[src/rtl/lfsr_cfg_sequencer.sv]
// Programs an LFSR core over AXI-Lite (seed, taps, clear-stop, start), counts stream beats, then stops it.
// Back-to-back writes with no idle cycle between B and the next AW; each channel waits on its own ready/valid.
module lfsr_cfg_sequencer #(
  parameter int CNT_W = 16
) (
  input  logic             aclk,
  input  logic             areset,
  input  logic             cmd_start,
  input  logic             cmd_abort,
  input  logic [7:0]       cfg_seed,
  input  logic [7:0]       cfg_taps,
  input  logic [CNT_W-1:0] cfg_count,
  output logic [3:0]       m_axi_awaddr,
  output logic             m_axi_awvalid,
  input  logic             m_axi_awready,
  output logic [31:0]      m_axi_wdata,
  output logic             m_axi_wvalid,
  input  logic             m_axi_wready,
  input  logic [1:0]       m_axi_bresp,
  input  logic             m_axi_bvalid,
  output logic             m_axi_bready,
  input  logic             s_axis_tvalid,
  output logic             busy,
  output logic             done,
  output logic             err,
  output logic [CNT_W-1:0] beats_seen
);

  typedef enum logic [3:0] {
    IDLE, W_SEED, W_TAPS, W_CLRSTOP, W_START, RUN, W_STOP, W_CLRSTART, DONE
  } state_t;

  state_t           state_q, state_d;
  logic [7:0]       seed_q, seed_d;
  logic [7:0]       taps_q, taps_d;
  logic [CNT_W-1:0] count_q, count_d;
  logic [CNT_W-1:0] beats_q, beats_d;
  logic [CNT_W-1:0] beats_inc;
  logic             aw_done_q, aw_done_d;
  logic             w_done_q, w_done_d;
  logic             err_q, err_d;
  logic             is_wr;
  logic             b_bad;

  always_ff @(posedge aclk or posedge areset) begin
    if (areset) begin
      state_q   <= IDLE;
      seed_q    <= '0;
      taps_q    <= '0;
      count_q   <= '0;
      beats_q   <= '0;
      aw_done_q <= 1'b0;
      w_done_q  <= 1'b0;
      err_q     <= 1'b0;
    end else begin
      state_q   <= state_d;
      seed_q    <= seed_d;
      taps_q    <= taps_d;
      count_q   <= count_d;
      beats_q   <= beats_d;
      aw_done_q <= aw_done_d;
      w_done_q  <= w_done_d;
      err_q     <= err_d;
    end
  end

  assign err        = err_q;
  assign beats_seen = beats_q;

  always_comb begin
    state_d      = state_q;
    seed_d       = seed_q;
    taps_d       = taps_q;
    count_d      = count_q;
    beats_d      = beats_q;
    aw_done_d    = aw_done_q;
    w_done_d     = w_done_q;
    err_d        = err_q;
    beats_inc    = beats_q + CNT_W'(1);
    b_bad        = 1'b0;
    is_wr        = 1'b0;
    m_axi_awaddr = 4'h0;
    m_axi_wdata  = 32'h0;

    // Address/data are a pure function of the state, so they stay stable while valid.
    case (state_q)
      W_SEED:     begin is_wr = 1'b1; m_axi_awaddr = 4'h8; m_axi_wdata = {24'h0, seed_q}; end
      W_TAPS:     begin is_wr = 1'b1; m_axi_awaddr = 4'hC; m_axi_wdata = {24'h0, taps_q}; end
      W_CLRSTOP:  begin is_wr = 1'b1; m_axi_awaddr = 4'h4; m_axi_wdata = 32'h0; end
      W_START:    begin is_wr = 1'b1; m_axi_awaddr = 4'h0; m_axi_wdata = 32'h1; end
      W_STOP:     begin is_wr = 1'b1; m_axi_awaddr = 4'h4; m_axi_wdata = 32'h1; end
      W_CLRSTART: begin is_wr = 1'b1; m_axi_awaddr = 4'h0; m_axi_wdata = 32'h0; end
      default:    ;
    endcase

    m_axi_awvalid = is_wr && !aw_done_q;
    m_axi_wvalid  = is_wr && !w_done_q;
    m_axi_bready  = is_wr && aw_done_q && w_done_q;
    busy          = (state_q != IDLE) && (state_q != DONE);
    done          = (state_q == DONE);

    if (is_wr) begin
      if (m_axi_awvalid && m_axi_awready) aw_done_d = 1'b1;
      if (m_axi_wvalid && m_axi_wready)   w_done_d  = 1'b1;
      if (m_axi_bready && m_axi_bvalid) begin
        aw_done_d = 1'b0;
        w_done_d  = 1'b0;
        b_bad     = (m_axi_bresp != 2'b00);
        if (b_bad) err_d = 1'b1;
        // A failed setup write jumps straight to the stop writes so the core is never left running.
        case (state_q)
          W_SEED:    state_d = b_bad ? W_STOP : W_TAPS;
          W_TAPS:    state_d = b_bad ? W_STOP : W_CLRSTOP;
          W_CLRSTOP: state_d = b_bad ? W_STOP : W_START;
          W_START:   state_d = b_bad ? W_STOP : RUN;
          W_STOP:    state_d = W_CLRSTART;
          default:   state_d = DONE;
        endcase
      end
    end

    case (state_q)
      IDLE: begin
        if (cmd_start) begin
          seed_d  = cfg_seed;
          taps_d  = cfg_taps;
          count_d = cfg_count;
          err_d   = 1'b0;
          beats_d = '0;
          state_d = W_SEED;
        end
      end
      RUN: begin
        if (s_axis_tvalid) begin
          beats_d = beats_inc;
          if ((count_q != '0) && (beats_inc == count_q)) state_d = W_STOP;
        end
        if (cmd_abort) state_d = W_STOP;
      end
      DONE:    state_d = IDLE;
      default: ;
    endcase
  end

endmodule
[config.mk]
export PLATFORM = sky130hd
export DESIGN_NAME = lfsr_cfg_sequencer
export DESIGN_NICKNAME = d
export VERILOG_FILES = /design/src/rtl/lfsr_cfg_sequencer.sv
export SDC_FILE = /design/constraint.sdc
export NUM_CORES = 1
export LEC_CHECK = 0
export ABC_CLOCK_PERIOD_IN_PS = 3050
export BUFFER_PORTS_ARGS = -buffer_cell sky130_fd_sc_hd__clkbuf_2
export CAP_MARGIN = 10
export CELL_PAD_IN_SITES_DETAIL_PLACEMENT = 1
export CELL_PAD_IN_SITES_GLOBAL_PLACEMENT = 1
export CORE_UTILIZATION = 39
export CTS_CLUSTER_SIZE = 25
export DETAILED_ROUTE_END_ITERATION = 12
export PLACE_DENSITY = 0.9
export SYNTH_ARGS = -nofsm -noshare
export SYNTH_HDL_FRONTEND = slang
export SYNTH_SLANG_ARGS = --single-unit
[constraint.sdc]
create_clock -name aclk -period 3.05 [get_ports aclk]
set_input_delay 0.61 -clock aclk [delete_from_list [all_inputs] [get_ports aclk]]
set_output_delay 0.61 -clock aclk [all_outputs]
set_load 0.005 [all_outputs]
==> results.json <==
{
  "gp_congestion": 0.845,
  "yosysWarnings": 0,
  "ctsHoldBuffers": 0,
  "synth_edf_count": 0,
  "ant_nets": 0,
  "synth_top_area_share": 0.404,
  "drt_iter0_drc": 127,
  "grt_use_total": 0.205,
  "cp_common_cell": "nor4_1",
  "fillerInstances": 993,
  "leakage_uw": 0.00175,
  "cp-start-kind": "register",
  "syn_area_per_cell_um2": 9.69,
  "synth_cell_types": 60,
  "skew_ps": 14.1,
  "synthCells": 352,
  "grt_pass1_wl_um": 14300,
  "regArea_mm2": 0.00138,
  "multi_input_area_mm2": 0.00176,
  "critPathKind": "register to register",
  "final_common_cell": "clkbuf_2",
  "cts_max_level": 2,
  "cts_tree": "yes",
  "wirelength_um": 8860,
  "cts_buffers": 5,
  "slew_headroom": 0.300,
  "setup_viol": 0,
  "synthMuxAreaShare": 0.115,
  "cts_resized": 0,
  "die_w_um": 95.5,
  "worstReg2RegEnd": "state_q[1]",
  "vias_per_cell": 5.53,
  "grt_pass1_vias": 2844,
  "drc": 0,
  "dp.cells": 512,
  "coreArea_mm2": 0.00834,
  "areaGrowthSynthToFinish_pct": 11.6,
  "rsz0062_at_grt": "no",
  "synth_top_family_by_area": "simple AND/OR/NAND/NOR gates",
  "clock_sinks": 55,
  "fin_nets": 457,
  "synth-adder-area-share": 0.00660,
  "r2r_cells": 7,
  "cp_max_fo": 12,
  "synthXorXnorAreaFrac": 0.0437,
  "reg2reg_slack_ps": 280,
  "layout.cells.non_filler": 520,
  "drt_pass1_iterations": 4,
  "netlist_top_cells_area": "dfrtp_1 (40%), mux2_2 (11%), buf_4 (6.2%)",
  "synth_seq_cells": 55,
  "start_util": 0.409,
  "ios": 100,
  "synth_compound_area_frac": 0.143,
  "cp_top_family": "simple AND/OR/NAND/NOR gates",
  "endpoint_kind": "register",
  "mostFrequentLayoutCells": "clkbuf_2 (73), dfrtp_1 (55), mux2_2 (33), o21ai_0 (31), nor2_1 (30)",
  "antenna_found_initial": 0,
  "final_layout_size_suffix_gt1_frac": 0.323,
  "power.density_mw_per_mm2": 725,
  "period_share": 0.908,
  "fp-row-count": 33,
  "path_cells": "ha_1 > nand3_1 > nor4_1 > mux2_2 > nor4_1 > a41o_1 > a221o_1",
  "insertion_delay_ps": 320,
  "drv_cap": 0,
  "synthSimpleGateAreaFrac": 0.178,
  "clock_path_buffers": 2,
  "netlist_area_mm2": 0.00341,
  "worstPathArrival_ps": 2970,
  "synth_async_sr_flop_share": 1.00,
  "fmax_mhz": 361,
  "setup.worst_path.start": "beats_seen[0]",
  "hold_viol": 0,
  "dp_hpwl_um": 6530,
  "setup-tns-final_ps": 0,
  "r2r_start": "beats_seen[0]",
  "overflow": 0,
  "crit_buf_inv": 0,
  "grt_max_degree": 56,
  "portBuffers": 73,
  "root_buffer": "clkbuf_8",
  "wl_per_cell_um": 17.0,
  "slowest_stage": "nor4_1",
  "slew_violations": 0,
  "max_slew.worst_pin.slew_ps": 1050,
  "dieArea_mm2": 0.00912,
  "postCtsSetupBuffers": 0,
  "synth_top_area_cell": "dfrtp_1",
  "dr_total_vias": 2875,
  "synth_top_flop_cell": "dfrtp_1",
  "yosysSeqAreaShare": 0.404,
  "peakVddDrop_mv": 0.326,
  "status": "finished, final reports clean",
  "clkTransAtPathRegs_ps": 110,
  "worstPathRequired_ps": 3250,
  "fin_crit_ps": 2770,
  "die_y_um": 95.5,
  "min-delay-path-class": "input port to async pin",
  "diodes": 0,
  "crit_path_max_incr_delay_ps": 580
}
==> synthesized netlist by cell type (2+ instances only) <==
cell type,instances
xor2_1,6
nor2_1,31
inv_1,7
o21ai_0,31
nor2b_1,2
o31ai_1,4
a22o_1,2
nand3_1,9
a31oi_1,7
or4_1,2
a32oi_1,2
clkbuf_2,2
clkbuf_1,8
o211ai_1,2
and2_1,3
and3_1,3
clkbuf_8,5
buf_4,28
nand2_1,17
mux2i_1,2
and3_2,2
nor3_1,5
nand4_1,10
a21oi_1,11
buf_2,3
xnor2_1,11
dfrtp_1,55
nor4_1,12
a22oi_1,7
mux2_2,33
==> per-layer routing <==
metal | share of wire | global-route usage
met5 | 0 | 0
met4 | 0.019 | 0.0647
met3 | 0.049 | 0.0383
met2 | 0.49 | 0.353
met1 | 0.44 | 0.259
==> how the worst max path moves through the flow <==
stage,slack [ps],to,cells after the start
finish,280,state_q[1],7
global placement,540,state_q[1],7
CTS,140,m_axi_wdata[4],5
global route,90,m_axi_wdata[4],5
floorplan,800,state_q[1],8
detailed placement,340,state_q[1],7
==> per-stage QoR <==
stage,area (um2),power (uW),util,hold slack [ps],setup slack [ps]
global placement,3690,2170,0.442,488,544
global route,3810,2960,0.456,481,90.2
floorplan,3500,1960,-,480,798
CTS,3800,2780,0.456,463,139
finish,3810,2760,0.456,447,281
detailed placement,3690,2250,0.442,495,339
==> power breakdown <==
| part | total (uW) | internal (uW) | switching (uW) |
|---|---|---|---|
| clock | 517 | 254 | 263 |
| combinational | 940 | 485 | 455 |
| sequential | 1300 | 992 | 312 |
==> worst reg2reg max path, cell delays in order, from the launching register on <==
cell and delay, ps:
dfrtp_1 550, ha_1 300, nand3_1 390, nor4_1 580, mux2_2 240, nor4_1 50, a41o_1 240, a221o_1 300
==> flip-flops by register name, indices dropped and copies added, names as in the netlist <==
| signal | count |
|---|---|
| w_done_q | 1 |
| state_q | 4 |
| seed_q | 8 |
| beats_seen | 16 |
| err | 1 |
| count_q | 16 |
| aw_done_q | 1 |
| taps_q | 8 |
==> logic make-up (layout without fill, tap and decap cells) <==
| family | after synthesis | count (layout) |
|---|---|---|
| mux | 35 | 35 |
| flops | 55 | 55 |
| other cells | 1 | 26 |
| fa+ha+maj | 2 | 2 |
| xor+xnor | 17 | 17 |
| simple gates | 110 | 110 |
| compound gates | 77 | 77 |
| buf+inv | 55 | 93 |
==> layout make-up <==
| type | instances | area share |
|---|---|---|
| tap | 105 | 0.0345 |
| multi-input combinational | 267 | 0.461 |
| clock inverter | 3 | 0.0131 |
| timing repair buffer | 77 | 0.104 |
| sequential | 55 | 0.361 |
| clock buffer | 5 | 0.0181 |
| inverter | 8 | 0.00789 |
No activity file was read; power rests on OpenSTA's default activity.
